===== config.mk =====
export PLATFORM = sky130hd
export DESIGN_NAME = wb_dw_adapter
export DESIGN_NICKNAME = d
export VERILOG_FILES = /design/src/rtl/wb_adapter_pkg.sv /design/src/rtl/wb_dw_beat_gen.sv /design/src/rtl/wb_dw_adapter.sv
export SDC_FILE = /design/constraint.sdc
export NUM_CORES = 1
export LEC_CHECK = 0
export CAP_MARGIN = 20
export CORE_AREA = 2 2 175 177
export CTS_BUF_LIST = sky130_fd_sc_hd__clkbuf_4 sky130_fd_sc_hd__clkbuf_8
export DETAILED_ROUTE_END_ITERATION = 10
export DIE_AREA = 0 0 177 179
export GPL_TIMING_DRIVEN = 0
export PLACE_DENSITY = 0.73
export SLEW_MARGIN = 40
export SYNTH_ARGS = -nofsm -noshare
export SYNTH_HDL_FRONTEND = slang
export SYNTH_SLANG_ARGS = --single-unit

===== constraint.sdc =====
create_clock -name clk_i -period 9.2 [get_ports clk_i]
set_input_delay 1.38 -clock clk_i [delete_from_list [all_inputs] [get_ports clk_i]]
set_output_delay 1.38 -clock clk_i [all_outputs]
set_load 0.01 [all_outputs]

===== src/rtl/wb_adapter_pkg.sv =====
// wb_adapter_pkg: shared mode/granularity constants, FSM state type and width helper for the Wishbone adapters
package wb_adapter_pkg;
  localparam int MODE_CLASSIC = 0;
  localparam int MODE_PIPELINED = 1;
  localparam int GRAN_BYTE = 0;
  localparam int GRAN_WORD = 1;
  typedef enum logic [1:0] {IDLE, ISSUE, DRAIN, RESP} state_t;
  function automatic int log2_bytes(input int dw);
    return $clog2(dw / 8);
  endfunction
endpackage


===== src/rtl/wb_dw_beat_gen.sv =====
// wb_dw_beat_gen: maps a latched wide request and a beat index to the narrow beat address, data and byte selects
module wb_dw_beat_gen
  import wb_adapter_pkg::*;
#(
  parameter int AW = 32,
  parameter int SL_DW = 64,
  parameter int MA_DW = 32,
  parameter int SL_GRAN = GRAN_WORD,
  parameter int MA_GRAN = GRAN_BYTE
) (
  input  logic [AW-1:0]      adr,
  input  logic [SL_DW-1:0]   dat,
  input  logic [SL_DW/8-1:0] sel,
  input  logic [2:0]         beat,
  output logic [AW-1:0]      b_adr,
  output logic [MA_DW-1:0]   b_dat,
  output logic [MA_DW/8-1:0] b_sel
);
  localparam int SB = log2_bytes(SL_DW);
  localparam int MB = log2_bytes(MA_DW);
  logic [AW-1:0] base, byte_adr;
  always_comb begin
    base = SL_GRAN == GRAN_WORD ? adr << SB : (adr >> SB) << SB;
    byte_adr = base + ({{(AW-3){1'b0}}, beat} << MB);
    b_adr = MA_GRAN == GRAN_WORD ? byte_adr >> MB : byte_adr;
    b_dat = dat[int'(beat) * MA_DW +: MA_DW];
    b_sel = sel[int'(beat) * (MA_DW / 8) +: MA_DW / 8];
  end
endmodule


===== src/rtl/wb_dw_adapter.sv =====
// wb_dw_adapter: splits wide Wishbone accesses into pipelined narrow beats; WB_DW_ADAPTER_SKIP_EMPTY_EN skips all-zero-sel beats
module wb_dw_adapter
  import wb_adapter_pkg::*;
#(
  parameter int AW = 32,
  parameter int SL_DW = 64,
  parameter int MA_DW = 32,
  parameter int SL_MODE = MODE_CLASSIC,
  parameter int SL_GRAN = GRAN_WORD,
  parameter int MA_GRAN = GRAN_BYTE
) (
  input  logic               clk_i,
  input  logic               rst_i,
  input  logic [AW-1:0]      sl_adr_i,
  input  logic [SL_DW-1:0]   sl_dat_i,
  input  logic [SL_DW/8-1:0] sl_sel_i,
  input  logic               sl_we_i,
  input  logic               sl_cyc_i,
  input  logic               sl_stb_i,
  output logic [SL_DW-1:0]   sl_dat_o,
  output logic               sl_ack_o,
  output logic               sl_err_o,
  output logic               sl_stall_o,
  output logic [AW-1:0]      ma_adr_o,
  output logic [MA_DW-1:0]   ma_dat_o,
  output logic [MA_DW/8-1:0] ma_sel_o,
  output logic               ma_we_o,
  output logic               ma_cyc_o,
  output logic               ma_stb_o,
  input  logic [MA_DW-1:0]   ma_dat_i,
  input  logic               ma_ack_i,
  input  logic               ma_err_i,
  input  logic               ma_rty_i,
  input  logic               ma_stall_i
);
  localparam int R = SL_DW / MA_DW;
  localparam int MS = MA_DW / 8;
  localparam logic [3:0] RN = 4'(R);
  if (SL_DW != R * MA_DW || !(R == 1 || R == 2 || R == 4 || R == 8)) begin : g_bad_ratio
    $error("wb_dw_adapter: SL_DW/MA_DW must be 1, 2, 4 or 8");
  end
  state_t state, state_n;
  logic [AW-1:0] adr_q, g_adr, b_adr;
  logic [SL_DW-1:0] dat_q, g_dat, rdat_q, rdat_n;
  logic [SL_DW/8-1:0] sel_q, g_sel;
  logic [MA_DW-1:0] b_dat;
  logic [MA_DW/8-1:0] b_sel;
  logic [R-1:0] nz;
  logic [3:0] bp_q, bp_n, ap_q, ap_n, nb;
  logic [2:0] bi;
  logic we_q, g_we, lat, ld, abort, cyc_n, stb_n, ack_n, err_n;
  // Pointers walk beats in order; both land on R once every (non-skipped) beat is done.
  function automatic logic [3:0] next_beat(input logic [R-1:0] m, input logic [3:0] from);
    logic [3:0] n;
    n = RN;
    for (int k = R - 1; k >= 0; k--) if (k >= int'(from) && m[k]) n = 4'(k);
    return n;
  endfunction
  always_comb begin
    g_adr = state == IDLE ? sl_adr_i : adr_q;
    g_dat = state == IDLE ? sl_dat_i : dat_q;
    g_sel = state == IDLE ? sl_sel_i : sel_q;
    g_we = state == IDLE ? sl_we_i : we_q;
    abort = !sl_cyc_i || (SL_MODE == MODE_CLASSIC && !sl_stb_i);
    bi = nb != RN ? nb[2:0] : 3'd0;
`ifdef WB_DW_ADAPTER_SKIP_EMPTY_EN
    for (int k = 0; k < R; k++) nz[k] = |g_sel[k*MS +: MS];
`else
    nz = '1;
`endif
  end
  always_comb begin
    state_n = state;
    bp_n = bp_q;
    ap_n = ap_q;
    rdat_n = rdat_q;
    nb = bp_q;
    lat = 1'b0;
    ld = 1'b0;
    cyc_n = ma_cyc_o;
    stb_n = ma_stb_o;
    ack_n = 1'b0;
    err_n = 1'b0;
    case (state)
      IDLE: if (sl_cyc_i && sl_stb_i) begin
        lat = 1'b1;
        rdat_n = '0;
        nb = next_beat(nz, 4'd0);
        bp_n = nb;
        ap_n = nb;
        ld = nb != RN;
        cyc_n = ld;
        stb_n = ld;
        ack_n = !ld;
        state_n = ld ? ISSUE : RESP;
      end
      ISSUE, DRAIN: begin
        if (ma_ack_i && !we_q && ap_q != RN) rdat_n[ap_q * MA_DW +: MA_DW] = ma_dat_i;
        ap_n = ma_ack_i ? next_beat(nz, ap_q + 4'd1) : ap_q;
        bp_n = state == ISSUE && !ma_stall_i ? next_beat(nz, bp_q + 4'd1) : bp_q;
        nb = bp_n;
        ld = state == ISSUE && bp_n != RN;
        stb_n = ld;
        if (abort) begin
          state_n = IDLE;
          cyc_n = 1'b0;
          stb_n = 1'b0;
        end else if (ma_err_i || ma_rty_i) begin
          state_n = RESP;
          cyc_n = 1'b0;
          stb_n = 1'b0;
          err_n = 1'b1;
        end else if (ap_n == RN) begin
          state_n = RESP;
          cyc_n = 1'b0;
          stb_n = 1'b0;
          ack_n = 1'b1;
        end else if (bp_n == RN) state_n = DRAIN;
      end
      default: state_n = IDLE;
    endcase
  end
  wb_dw_beat_gen #(
    .AW(AW), .SL_DW(SL_DW), .MA_DW(MA_DW), .SL_GRAN(SL_GRAN), .MA_GRAN(MA_GRAN)
  ) u_beat (
    .adr(g_adr), .dat(g_dat), .sel(g_sel), .beat(bi),
    .b_adr(b_adr), .b_dat(b_dat), .b_sel(b_sel)
  );
  assign sl_stall_o = state != IDLE;
  always_ff @(posedge clk_i or posedge rst_i) begin
    if (rst_i) begin
      state <= IDLE;
      adr_q <= '0;
      dat_q <= '0;
      sel_q <= '0;
      we_q <= 1'b0;
      bp_q <= '0;
      ap_q <= '0;
      rdat_q <= '0;
      ma_adr_o <= '0;
      ma_dat_o <= '0;
      ma_sel_o <= '0;
      ma_we_o <= 1'b0;
      ma_cyc_o <= 1'b0;
      ma_stb_o <= 1'b0;
      sl_ack_o <= 1'b0;
      sl_err_o <= 1'b0;
      sl_dat_o <= '0;
    end else begin
      state <= state_n;
      bp_q <= bp_n;
      ap_q <= ap_n;
      rdat_q <= rdat_n;
      if (lat) begin
        adr_q <= sl_adr_i;
        dat_q <= sl_dat_i;
        sel_q <= sl_sel_i;
        we_q <= sl_we_i;
      end
      if (ld) begin
        ma_adr_o <= b_adr;
        ma_dat_o <= b_dat;
        ma_sel_o <= b_sel;
        ma_we_o <= g_we;
      end
      ma_cyc_o <= cyc_n;
      ma_stb_o <= stb_n;
      sl_ack_o <= ack_n;
      sl_err_o <= err_n;
      sl_dat_o <= ack_n && !g_we ? rdat_n : '0;
    end
  end
endmodule

# Word level (Yosys, flattened, before mapping)
# Cells that the tools add are included.
# classes
magnitude_cmp,4
mux,52
eq_ne,11
n_reduce_logical,21
shift,4
add_sub_neg,4
# op_table
operator,count
64-bit two-way mux,4
64-bit one-hot mux with 2 select lines,1
64-bit bitwise mux,1
"32-bit by 34-bit variable shift with 64-bit output, first input constant",1
32-bit by 34-bit indexed part select with 64-bit output,1
64-bit by 9-bit indexed part select with 32-bit output,1
4-bit two-way mux,10
9-bit negation with 34-bit output,1
32-bit by 5-bit adder with 32-bit output,1
29-bit two-way mux,1
1-bit two-way mux,18
"1-bit by 4-bit greater-or-equal comparator with 1-bit output, first input constant",4
2-bit two-way mux,8
"4-bit by 2-bit != test with 1-bit output, second input constant",4
4-bit one-hot mux with 2 select lines,2
"4-bit by 1-bit adder with 4-bit output, second input constant",2
"4-bit by 2-bit == test with 1-bit output, second input constant",2
8-bit two-way mux,1
1-bit one-hot mux with 2 select lines,4
8-bit by 6-bit indexed part select with 4-bit output,1
1-bit logical AND,6
1-bit logical NOT,6
"5-bit != test, second input constant",1
"4-bit != test, second input constant",1
11 further kinds,14
# word_totals
elab_cells,113
out_inout_bits,138
regBits,313

# Depth between registers and ports, before layout
# Gate-level depths: netlist (run 1).
# depth
word_depth,13
ltp_mapped,16

# By module
# Synthesis (run 1) repeated with hierarchy kept, for this count alone.
# unflattened
cells_unflattened,1077
hier_area_um2,14495.2
# by_module_without_submodules
module,area_each_um2,cells_per_inst,instances
wb_dw_adapter,13307.8,899,1
wb_dw_beat_gen,1187.4,178,1

# Worst setup path after synthesis (run 1)
# No wires, ideal clock.
# synth_timing
path_type,input-to-reg
start,in sl_cyc_i
end,reg ma_adr_o[13]
setup_slack_ps,5323
path_stages,11
arrival_ps,3729
path_cell_list,nand2_1 -> a221oi_2 -> o22ai_1 -> and2_1 -> ha_1 -> fa_1 -> nand4_1 -> nand2_1 -> a31o_2 -> nand4_1 -> o311ai_0
# synth_between
elab_chain_cells,6
word_cells_on_any_way,8
classes_between,add/sub (1); eq/ne (1); mux (5); reduce/logical (1)
# synth_rtl
item,line_no,source
"start, declared",wb_dw_adapter.sv:18,"input logic sl_cyc_i,"
1-bit logical AND *,wb_dw_adapter.sv:85,IDLE: if (sl_cyc_i && sl_stb_i) begin
4-bit two-way mux,wb_dw_adapter.sv:85,
4-bit one-hot mux with 2 select lines,wb_dw_adapter.sv:84,case (state)
4-bit by 2-bit != test with 1-bit output,wb_dw_adapter.sv:65,bi = nb != RN ? nb[2:0] : 3'd0;
3-bit two-way mux,wb_dw_adapter.sv:65,
32-bit by 5-bit adder with 32-bit output,wb_dw_beat_gen.sv:24,"byte_adr = base + ({{(AW-3){1'b0}}, beat} << MB);"
"end signal, assigned",wb_dw_adapter.sv:161,ma_adr_o <= b_adr;
"end, declared",wb_dw_adapter.sv:24,"output logic [AW-1:0] ma_adr_o,"
# Every way passes the cells marked *; elsewhere a longest branch is shown, timed or not.
# A chain may end at the register's enable or synchronous reset.

# Worst setup path in the final report (run 1)
# layout_timing
start,reg state[1]
end,reg ma_adr_o[26]
# layout_between
elab_chain_cells,7
word_cells_on_any_way,14
classes_between,add/sub (1); eq/ne (4); mux (5); reduce/logical (4)
# layout_rtl
item,line_no,source
"start, declared",wb_dw_adapter.sv:42,"state_t state, state_n;"
"start signal, assigned",wb_dw_adapter.sv:150,state <= state_n;
2-bit by 1-bit == test with 1-bit output,"wb_dw_adapter.sv:84, wb_dw_adapter.sv:100, wb_dw_adapter.sv:102",
1-bit logical AND,wb_dw_adapter.sv:100,"bp_n = state == ISSUE && !ma_stall_i ? next_beat(nz, bp_q + 4'd1) : bp_q;"
4-bit two-way mux,wb_dw_adapter.sv:100,
4-bit one-hot mux with 2 select lines,wb_dw_adapter.sv:84,
4-bit by 2-bit != test with 1-bit output,wb_dw_adapter.sv:65,
3-bit two-way mux,wb_dw_adapter.sv:65,
32-bit by 5-bit adder with 32-bit output,wb_dw_beat_gen.sv:24,
# Several ways; a longest one is shown, not always the timed one.

==> metrics list, run 1 <==
* Ys Warns: 0
* Clock skew after layout: 0.03155 ns
- Register-to-Register Setup Slack: between 4 and 5 ns
* Cell leakage power: between 8 and 9 nW
* DRC violation total after the first TritonRoute iteration: roughly 670
- Fraction of registers with async set/reset: 100.0%
- After synthesis, flip-flops and latches occupy between 50 and 60% of the total area.
* First-pass GRT wire length: 61460 um
- Via count of the first global-routing pass: about 11000
- Along the worst hold path, the cell count comes to 2.
- After detailed routing, the average wire length per cell comes to about 21 um.
- Maximum fanout count along the critical path: 10
* Layout overhead on the synthesized area: 33.74%
- The largest total area in the synthesized netlist belongs to dfrtp_1.
- Total CTS buffers: 52
* Hold Buf Count CTS: 0
- Worst Reg-to-Reg Cells: 15
- Total global routing overflow: 0
- Effective utilization at floorplan: a little under half
- Cells after synthesis: roughly 1000
* Worst hold-check path type: flip-flop to flip-flop
* Count of clock tree sinks: ~310
- STA classifies the critical path startpoint as a flip-flop.
- Fin crit share: a little over half
* Final setup violating endpoints: 0
- Die Footprint: around 32000 um^2
* Setup TNS: 0 ns
- Average cell area after synthesis: 13.50 um^2
- Count of standard-cell rows: 64
- For this run, the total global-route usage over all layers was measured as between 20 and 25%.
- Clock-pin slew was measured on the worst setup and hold paths at 0.06 ns.
- Entering global routing, the biggest net connects 29 pins.
* Routed vias: ~11000
- The worst register-to-register path begins at state[1].
* Clock Latency Late Sink: a little under 0.6 ns
* Hold Crit Endpoint: ma_adr_o[21]
* Run status: completed
- Wires add up to approximately 39000 um.
- Vias per std cell: between 5 and 6
- Most used standard cells in the synthesized netlist: dfrtp_1, mux2_2, a22o_1, a32o_1, buf_2
* CP Data Required Time: between 9 and 10 ns
- The number of different library cells used by synthesis comes to 73.
* Die extent in y: ~180 um
- Pin placement for this block handled 283 I/O pins.
- The worst path meets setup with 4.280 ns of slack.
- Resized Gates After CTS: 0
* Residual DRC count: 0
- Number of synthesized flops with an enable pin: 0
* Met1 layer usage reported by global route: 32.17%
- The hold violation count in the final report was 0.
- In this run the power density over the cells is about 310 nW/um^2.
* Total power of the final layout: slightly below 6 mW
* Met3 global-route usage: 7.930%
- Area fraction of the dominant cell type after synthesis: between 50% and 60%
* DPL Wire Length: ~28000 um
- Clock tree root buffer cell: clkbuf_8
- Number of H-tree levels: 2
- The region available for standard cell placement spans 30030 um^2.
* Remaining number of nets flagged by the antenna check after routing: 0
- Final-layout fill cell count: around 2300
- Met2 track demand over resource in global routing: around two fifths
* Top cells by area, synth: dfrtp_1, mux2_2, a22o_1, mux4_2, a32o_1
- Buffer depth of the longest clock path: 3
- Die Wd: between 150 and 200 um
* Most common flop cell mapped by yosys: dfrtp_1
- Worst Min Path Start: ma_adr_o[21]
- Routability-driven placement finished with a final weighted congestion of 0.8487.
- CTS tree: yes
- Layout cell share with drive strength beyond 1: 23.36%
- Final critical delay including setup and external delays: slightly below 5 ns
- In this run the cell area of the synthesized design comes to around 14000 um^2.
- Antenna Cells: 0
* Finished Core Util: between 60% and 70%
- Port buffering added 277 buffers.
- In this run the critical register-to-register path is captured at ma_adr_o[26].
- Top-count cell post-synth: dfrtp_1
- Across the VDD grid, the largest voltage drop is ~170 uV.
* Post-Place Cell Area: ~18000 um^2
- The critical path is of the flip-flop to flip-flop type.
- met2 is the most crowded layer.
- Net count reported at finish: 1551
* Max-capacitance violation count: 0
- For the worst setup path, the data arrival time is 5.41 ns.
* Transition time of the tightest slew-check pin: about 0.80 ns
* Peak clock frequency supported by timing: roughly 200 MHz
- Final std cell area, no fill: around 19000 um^2
- Number of setup buffers added after CTS: 0
* Worst slack at placement: ~4.1 ns
- After synthesis the netlist holds a flip-flop and latch count of around 310.
- First-pass iteration count of the detailed router: 5
- Worst-case headroom to the max-slew limit: between 40% and 50%
* Crit end category: flip-flop
* Max Transition Viols Final: 0
* Unrepaired setup endpoints after global routing: no
- The initial antenna violation count is 3.
==> cells by family (layout without fill, tap and decap cells) <==
group | Yosys count | count (layout) | share of synthesized area, %
compound gates | 261 | 261 | 15.67
xor+xnor | 22 | 22 | 1.364
fa+ha+maj | 13 | 13 | 1.204
buf+inv | 99 | 481 | 3.719
flops | 311 | 311 | 55.08
mux | 168 | 168 | 16.05
other cells | 1 | 2 | 0.02654
simple gates | 172 | 172 | 6.880
==> critical path: stages, from the launching register on <==
cell     delay [ns]
dfrtp_1        0.40
inv_1          0.09
ha_1           0.14
buf_4          0.16
buf_6          0.19
buf_6          0.18
buf_2          0.31
buf_2          0.39
buf_2          0.39
mux2_2         0.41
ha_1           0.30
a21oi_1        0.11
nor3_2         0.67
nand3_1        0.44
o31a_1         0.40
o31ai_1        0.23
==> power by group <==
part | internal, mW | switching (mW)
Clock | 0.784 | 0.555
Combinational | 1.26 | 1.24
Sequential | 1.79 | 0.265
==> per-stage QoR <==
stage | hold slack, ns | std cells
after floorplan | 0.4733 | 1048
after global placement | 0.4677 | 1721
after detailed placement | 0.4742 | 1735
after CTS | 0.4867 | 1826
after global routing | 0.5137 | 1826
final | 0.4835 | 1826
==> worst max-delay path by stage <==
stage | to | cells past startpoint | start
2_1_floorplan | adr_q[0] | 1 | rst_i
3_3_place_gp | adr_q[17] | 2 | rst_i
3_5_place_dp | ma_adr_o[26] | 10 | sl_cyc_i
4_1_cts | ma_adr_o[26] | 15 | state[1]
5_1_grt | ma_adr_o[26] | 15 | state[0]
6_report | ma_adr_o[26] | 15 | state[1]
==> state kept, by name (all words and copies together), names as in the netlist <==
signal    cells
adr_q        29
ma_we_o       1
dat_q        64
state         2
we_q          1
ma_dat_o     32
sel_q         8
ma_sel_o      4
ma_stb_o      1
sl_ack_o      1
ma_cyc_o      1
bp_q          4
ma_adr_o     30
sl_err_o      1
sl_dat_o     64
ap_q          4
rdat_q       64
==> metal layers <==
layer	up-vias	wire, um
met1	5412	15930
li1	4762	-
met3	72	3471
met5	-	46
met4	6	858
met2	449	18400
==> layout make-up <==
type	count	area, um^2	area share (%)
buffer	87	480.5	2.543
clock buffer	79	1012	5.357
clock inverter	12	141.4	0.7482
inverter	12	48.80	0.2582
multi-input combinational	638	5831	30.85
sequential	311	7782	41.18
tap	396	495.5	2.622
timing repair buffer	291	3105	16.43
==> cells in the final DEF, fill, tap and decap left out, types with 4 or more instances in the layout <==
master / instances
clkbuf_8: 67
nor2_1: 16
a32o_1: 64
o21ai_0: 25
xnor2_1: 15
clkinv_2: 7
clkbuf_1: 20
nand2b_1: 6
nand4_1: 21
mux2_2: 109
a31oi_1: 6
nor4_1: 9
xor2_1: 7
o31a_1: 4
clkbuf_4: 12
and3_1: 4
a22o_1: 104
buf_2: 51
mux4_2: 36
and2_1: 5
buf_4: 8
nand3_1: 12
nor3_1: 14
nand2_1: 46
mux2i_1: 23
nand3b_1: 4
inv_1: 11
buf_12: 7
ha_1: 12
o31ai_1: 5
buf_6: 8
nor2b_1: 7
a21oi_1: 13
nand4b_1: 4
clkdlybuf4s50_1: 277
buf_16: 7
dfrtp_1: 311
o211a_1: 4
Note: power is estimated with default switching activity, not from simulation.
==> run 2: changes to the inputs <==
clock period = 4 ns   (was 9.2 ns; I/O delays follow)
==> run 2 against run 1 <==
Against the previous run:
- combinational power up 130%
- utilization increased by 0.22 points
- cell area up 0.35%
- fmax rose by 29%
- worst setup slack worse by 4.1 ns
- sequential power is 130% higher
- die area unchanged
- register-to-register slack worse by 4.1 ns
- sequential cell count is the same
- largest cell class unchanged
- highest routed layer unchanged
==> metrics list, run 2 (synthesized netlist as in run 1, its figures left out) <==
- Run status: completed
- Core Box Area: 30030 um^2 (unchanged)
- The area enclosed by the die boundary is 31680 um^2 (unchanged).
- The number of setup violations in the final report was 0 (unchanged).
* Effective utilization at floorplan: 47.05% (unchanged)
- Clock tree root buffer cell: clkbuf_8
- Layout cell share with drive strength beyond 1: 23.80% (+0.44 points)
- Maximum fanout count along the critical path: 19 (+9)
- Final-layout fill cell count: 2331 (-0.043%)
- The setup slack of the worst register-to-register path was 0.20 ns (-4.08 ns).
- Power density normalized to cell area: 716.1 nW/um^2 (+130%)
* CP delay by family, top: buffers and inverters
- The number of max-capacitance violations reported is 0 (unchanged).
- The worst hold margin came to 0.4284 ns (-0.05512 ns).
* Worst Reg-to-Reg Cells: 16 (+1)
* Highest cell delay on the worst timing path: 0.43 ns (-0.24 ns)
- The sum of met2 wire segment lengths after detailed routing was 18400 um (about the same).
- The detailed placer's ending HPWL is 27690 um (unchanged).
- Clk slew on worst S/H paths: 0.07 ns (about the same)
- The peak supply drop is 395.6 uV (+130%).
- The library cell used most frequently in the layout, excluding fill and tap cells, is dfrtp_1.
* Count of clock tree sinks: 311 (unchanged)
- The routed length on met1 was 16030 um (+0.62%).
* Count of input and output buffers: 277 (unchanged)
- Cell leakage power: 8.231 nW (+0.38%)
- Pin count of the biggest net entering global routing: 29 (unchanged)
- Crit end category: flip-flop
- Antenna Cells: 0 (unchanged)
* Residual DRC count: 0 (unchanged)
- Die extent in y: 179 um (unchanged)
- Net count reported at finish: 1554 (+0.19%)
* Worst-case headroom to the max-slew limit: 52.57% (+6.0 points)
- First-pass GRT wire length: 61390 um (-0.11%)
- The site row count came to 64 (unchanged).
- The post-route antenna net violation count came to 0 (unchanged).
- Total wirelength of the detailed-routed design: 38750 um (+0.11%)
- The average detailed-routed wire length per instance came to 21.19 um (about the same).
- For this design, the slowest cell found on the critical path is fa_1.
- Terminus of the critical flop-to-flop path: ma_adr_o[9]
* Critical Path, Cell by Cell: inv_1 -> ha_1 -> buf_4 -> buf_6 -> buf_6 -> clkbuf_4 -> buf_8 -> mux2_2 -> ha_1 -> fa_1 -> nand4b_1 -> buf_4 -> a21oi_1 -> xnor2_1 -> mux2i_1 -> mux2_2
- The largest registers in the layout are dat_q: 64 flops, rdat_q: 64 flops, sl_dat_o: 64 flops.
* Total CTS buffers: 52 (unchanged)
- Peak clock frequency supported by timing: 262.9 MHz (+29%)
- Layout overhead on the synthesized area: 34.21%
- The share of the clock period used by the worst path came to 95.08% (+42 points).
- Number of H-tree levels: 2 (unchanged)
- Total met3 wirelength after detailed routing: 3393 um (-2.2%)
* Number of buffers and inverters on the critical path: 7 (unchanged)
- Setup Crit Path Kind: flip-flop to flip-flop
* Startpoint types: flip-flop
- Highest-count cells in the layout ignoring fill and taps: dfrtp_1, clkdlybuf4s50_1, mux2_2, a22o_1, clkbuf_8
- The insertion delay of the later-clocked pin in the worst-skew pair was 0.58 ns (about the same).
* CP Data Required Time: 4.47 ns (-5.22 ns)
- Data arrival time of the critical path: 4.27 ns (-1.14 ns)
* Setup TNS: 0 ns (unchanged)
* CTS tree: yes
- Worst hold-check path type: input port to async pin
- Buffer depth of the longest clock path: 3 (unchanged)
- The hold violation count in the final report is 0 (unchanged).
- DRC violation total after the first TritonRoute iteration: 667 (unchanged)
* Clock skew after layout: 0.03009 ns (-0.001457 ns)
* Number of top-level design ports: 283 (unchanged)
- Die Wd: 177 um (unchanged)
- The via count is 10710 (+0.084%).
- The residual overflow from global routing was 0 (unchanged).
- Vias per std cell: 5.856 (about the same)
* Overall track demand over capacity in global routing: 24.74% (-0.055 points)
- Final weighted congestion in routability-driven placement: 0.8487 (unchanged)
- Final critical delay including setup and external delays: 3.803 ns (-1.116 ns)
* Max Transition Viols Final: 0 (unchanged)
* Via count of the first global-routing pass: 11171 (-0.18%)
* Highest Signal Layer: met5
* Reg-to-reg startpoint: state[1]
- Number of antenna violations at the first check in global routing: 3 (unchanged)
* Transition time of the tightest slew-check pin: 0.7114 ns (-0.08527 ns)
- The first-pass iteration count of the detailed router was 5 (unchanged).
==> run 2: cell count changes in the layout (fill, tap and decap cells not counted) <==
| cell | before | now |
|---|---|---|
| nor2b_1 | 7 | 6 |
| o221ai_1 | 1 | 0 |
| buf_4 | 8 | 12 |
| buf_8 | 0 | 1 |
| o22ai_1 | 3 | 2 |
| nor2b_4 | 0 | 1 |
| o221ai_2 | 0 | 1 |
| nand2_1 | 46 | 45 |
| buf_2 | 51 | 48 |
| clkbuf_4 | 12 | 13 |
| nor3_4 | 0 | 1 |
| nor3_2 | 2 | 1 |
| o22ai_2 | 0 | 1 |
| nand2_2 | 1 | 2 |
==> run 2: metrics by stage <==
stage | cells | total power [mW] | instance area (um^2) | utilization [%] | setup WS, ns
CTS | 1827 | 13.62 | 18920 | 63.01 | 0.01661
detailed placement | 1735 | 10.49 | 17740 | 59.09 | -0.8370
global route | 1829 | 14.37 | 18960 | 63.15 | -0.02963
global placement | 1721 | 10.30 | 17410 | 57.96 | -2.879
floorplan | 1048 | 8.415 | 14140 | - | -0.7409
finish | 1829 | 13.58 | 18960 | 63.15 | 0.1967
==> run 2: repair_timing <==
action,in CTS,in global routing
hold buffers,0,0
gates resized for setup,4,6
buffers inserted,2,2
pin swaps,1,2
setup endpoints to repair,25,17
==> run 2: routing by layer <==
| layer | global-route usage, % | up-vias |
|---|---|---|
| met2 | 39.90 | 452 |
| met1 | 32.23 | 5417 |
| met5 | 0 | - |
| met4 | 7.266 | 6 |
| li1 | - | 4764 |
| met3 | 7.740 | 71 |
==> run 2: worst reg2reg max path: cells and delay by family (launching register included) <==
| kind | cells | cell delay (ns) |
|---|---|---|
| AOI/OAI and AO/OA | 1 | 0.06 |
| buffers and inverters | 7 | 1.31 |
| xor gates and xnor gates | 1 | 0.16 |
| muxes | 3 | 0.72 |
| DFF | 1 | 0.40 |
| and+or+nand+nor | 1 | 0.25 |
| adders and majority gates | 3 | 0.79 |
==> run 2: cell type report <==
class	instances	area, um^2	area share (%)
buffer	86	488.0	2.573
clock buffer	79	1012	5.338
clock inverter	12	141.4	0.7456
inverter	12	48.80	0.2573
multi-input combinational	638	5859	30.90
sequential	311	7782	41.04
tap	396	495.5	2.613
timing repair buffer	295	3136	16.53
==> run 2: how the worst max path moves through the flow <==
stage,from,depth (start not counted),to
finish,state[1],16,ma_adr_o[9]
global route,state[0],15,ma_adr_o[31]
CTS,state[1],15,ma_adr_o[13]
detailed placement,state[1],15,ma_adr_o[26]
global placement,rst_i,2,adr_q[17]
floorplan,rst_i,1,adr_q[0]
==> run 2: report_power, final <==
| part | switching [mW] | total (mW) | internal (mW) |
|---|---|---|---|
| registers | 0.610 | 4.72 | 4.11 |
| logic | 2.85 | 5.78 | 2.93 |
| clock network | 1.28 | 3.08 | 1.80 |
==> run 3: changes to the inputs <==
CORE_AREA = 2 2 133 232   (was 2 2 175 177)
DIE_AREA = 0 0 135 234   (was 0 0 177 179)
PLACE_DENSITY = 0.74   (was 0.73)
==> run 3 against run 2 <==
Against the previous run:
- non-clock buffer count up 2
- die area decreased by 0.29%
- utilization rose by 0.079 points
- global-route usage grew 0.54 points
- combinational power grew 1%
- register-to-register slack barely moved
- fmax is essentially flat
- routed wire length up 1.5%
- sequential power barely moved
- final cell count fell by 0.66%
- critical endpoint is now ma_adr_o[11]
- largest cell class unchanged
- highest routed layer is now met4
==> metrics list, run 3 (synthesized netlist as in run 1, its figures left out) <==
- Worst Reg-to-Reg Cells: 15 (-1)
- Die Wd: 135 um (-24%)
* Net count reported at finish: 1551 (-0.19%)
- Max Transition Viols Final: 0 (unchanged)
- Final weighted congestion in routability-driven placement: 0.8812 (+3.8%)
- First-pass iteration count of the detailed router: 6 (+1)
- CTS tree: yes
- Transition time of the tightest slew-check pin: 0.7033 ns (-0.008109 ns)
- Reg-to-reg startpoint: state[1]
- Final Hold Viols: 0 (unchanged)
* Clock tree root buffer cell: clkbuf_8
- The utilization after layout was 63.23% (+0.079 points).
- Worst-case headroom to the max-slew limit: 53.11% (+0.54 points)
* Critical Path End: ma_adr_o[11]
- The number of buffers inserted for hold repair after clock tree synthesis is 0 (unchanged).
- Count of clock tree sinks: 311 (unchanged)
- Layout overhead on the synthesized area: 33.57%
* Remaining number of nets flagged by the antenna check after routing: 0 (unchanged)
- Via count of the first global-routing pass: 11443 (+2.4%)
- The initial antenna violation count came to 3 (unchanged).
- Overall track demand over capacity in global routing: 25.28% (+0.54 points)
* Startpoint types: flip-flop
- The area enclosed by the die boundary was 31590 um^2 (-0.29%).
- The total routed wirelength came to 39310 um (+1.5%).
* Layout cell share with drive strength beyond 1: 23.41% (-0.39 points)
- Wire length per cell: 21.64 um (+2.1%)
* Cell leakage power: 8.186 nW (-0.55%)
- The number of max-capacitance violations reported was 0 (unchanged).
* Buffer depth of the longest clock path: 3 (unchanged)
- Routed vias: 10657 (-0.49%)
- Final-layout fill cell count: 2359 (+1.2%)
- The die span in y came to 234 um (+31%).
- Residual DRC count: 0 (unchanged)
* Total global routing overflow: 0 (unchanged)
- Critical path launch point: state[1]
* Clk slew on worst S/H paths: 0.07 ns (about the same)
- Number of H-tree levels: 2 (unchanged)
* Final setup violating endpoints: 0 (unchanged)
- CP Data Required Time: 4.46 ns (about the same)
* Register-to-Register Setup Slack: 0.20 ns (about the same)
- The flow ran to the end, and the final reports show no timing, DRC or antenna violations.
- The via density per instance is 5.865 (+0.16%).
* Fin crit share: 95.02% (about the same)
- Count of standard-cell rows: 84 (+31%)
- The detailed placer's ending HPWL came to 29080 um (+5.0%).
- Core Box Area: 29850 um^2 (-0.60%)
- The peak supply drop was 462.7 uV (+17%).
- The insertion delay of the later-clocked pin in the worst-skew pair came to 0.59 ns (about the same).
- Worst hold-check path type: input port to async pin
- Terminus of the critical flop-to-flop path: ma_adr_o[11]
- The time the worst path needs with I/O delays and setup was 3.801 ns (-0.002365 ns).
- The total of buffers placed on input and output ports is 277 (unchanged).
- In the layout the commonest cells are dfrtp_1, clkdlybuf4s50_1, mux2_2, a22o_1, a32o_1.
- The total power is 13.34 mW (-1.8%).
- The largest fanout of any net on the critical path came to 19 (unchanged).
* Power density normalized to cell area: 706.9 nW/um^2 (-1.3%)
* First-pass GRT wire length: 62020 um (+1.0%)
- Clock skew after layout: 0.02800 ns (-0.002097 ns)
- The upper clock frequency limit was 263.1 MHz (about the same).
- Crit end category: flip-flop
- The largest net degree at the start of global routing was 28 (-3.4%).
* FF/Latch Area: 7782 um^2 (unchanged)
- Setup Crit Path Kind: flip-flop to flip-flop
- Data arrival time of the critical path: 4.26 ns (about the same)
* Largest regs: dat_q: 64 flops, rdat_q: 64 flops, sl_dat_o: 64 flops
- Leaving out fill and tap cells, the most frequent cell in the layout is dfrtp_1.
- The initial cell density of the core is 47.34% (+0.28 points).
- Number of top-level design ports: 283 (unchanged)
* Unrepaired setup endpoints after global routing: no
* Total CTS buffers: 47 (-9.6%)
* Area of the multi-input gates: 5853 um^2 (-0.11%)
- The number of DRC markers in iteration 0 came to 536 (-20%).
## run 3: cell count changes in the layout (fill, tap and decap cells not counted), moves of 2 or more
cell | before | now
clkbuf_8 | 67 | 62
buf_12 | 7 | 4
buf_16 | 7 | 11
buf_4 | 12 | 14
bufinv_16 | 3 | 1
diode_2 | 0 | 3
## run 3: cell type report
type | instances | share of cell area (%)
Multi-Input combinational cell | 638 | 31.01
Inverter | 12 | 0.2586
Timing Repair Buffer | 297 | 16.92
Clock buffer | 74 | 4.999
Antenna cell | 3 | 0.03978
Clock inverter | 9 | 0.3845
Buffer | 86 | 2.586
Sequential cell | 311 | 41.24
Tap cell | 387 | 2.566
## run 3: what timing repair did
action                     4_1_cts  5_1_grt
pin swaps                        1        2
buffers inserted                 2        3
setup endpoints to repair       25        8
hold endpoints to repair         0        0
gates resized for setup          7        3
## run 3: metal layers
metal  wire (um)  share of wire, %  up-vias  track usage (%)
li1            -                 -     4745                -
met1       13920                35     5400            27.29
met2       21290                54      420            46.97
met3        2633               6.7       92            6.031
met4        1466               3.7        0            10.42
met5           0                 0        -                0
## run 3: report_power, final
group / total, mW / leakage [nW] / internal (mW) / switching (mW)
registers: 4.69 / 4.00 / 4.10 / 0.589
clock network: 2.81 / 0.543 / 1.56 / 1.25
logic: 5.84 / 3.64 / 2.94 / 2.90
## run 3: metrics by stage
step                      TNS, ns  std cells  area [um^2]  hold slack (ns)  setup slack (ns)
after global routing            0       1817        18870           0.3603           0.01641
after global placement    -875.63       1712        17390           0.4657            -2.818
final                           0       1817        18870           0.3540            0.1990
after detailed placement   -10.35       1727        17780           0.4712           -0.8245
after floorplan           -230.42       1048        14140           0.4733           -0.7409
after CTS                       0       1811        18830           0.3312           0.07597
## run 3: worst min-delay path by stage
stage                      from           end  slack (ns)
floorplan             rdat_q[0]     rdat_q[0]        0.47
global placement    ma_adr_o[3]   ma_adr_o[3]        0.47
detailed placement  ma_adr_o[8]   ma_adr_o[8]        0.47
CTS                       rst_i     dat_q[55]        0.33
global route              rst_i  ma_dat_o[22]        0.36
finish                    rst_i     dat_q[55]        0.35
## run 3: worst max-delay path, stage by stage (launching register included)
cell,delay (ns)
dfrtp_1,0.41
inv_1,0.09
ha_1,0.14
buf_4,0.17
buf_6,0.18
buf_6,0.17
buf_4,0.25
buf_8,0.24
mux2_2,0.35
ha_1,0.23
fa_1,0.43
nand4_1,0.26
nand2_2,0.21
nor3b_1,0.20
xor2_1,0.22
o21ai_0,0.11
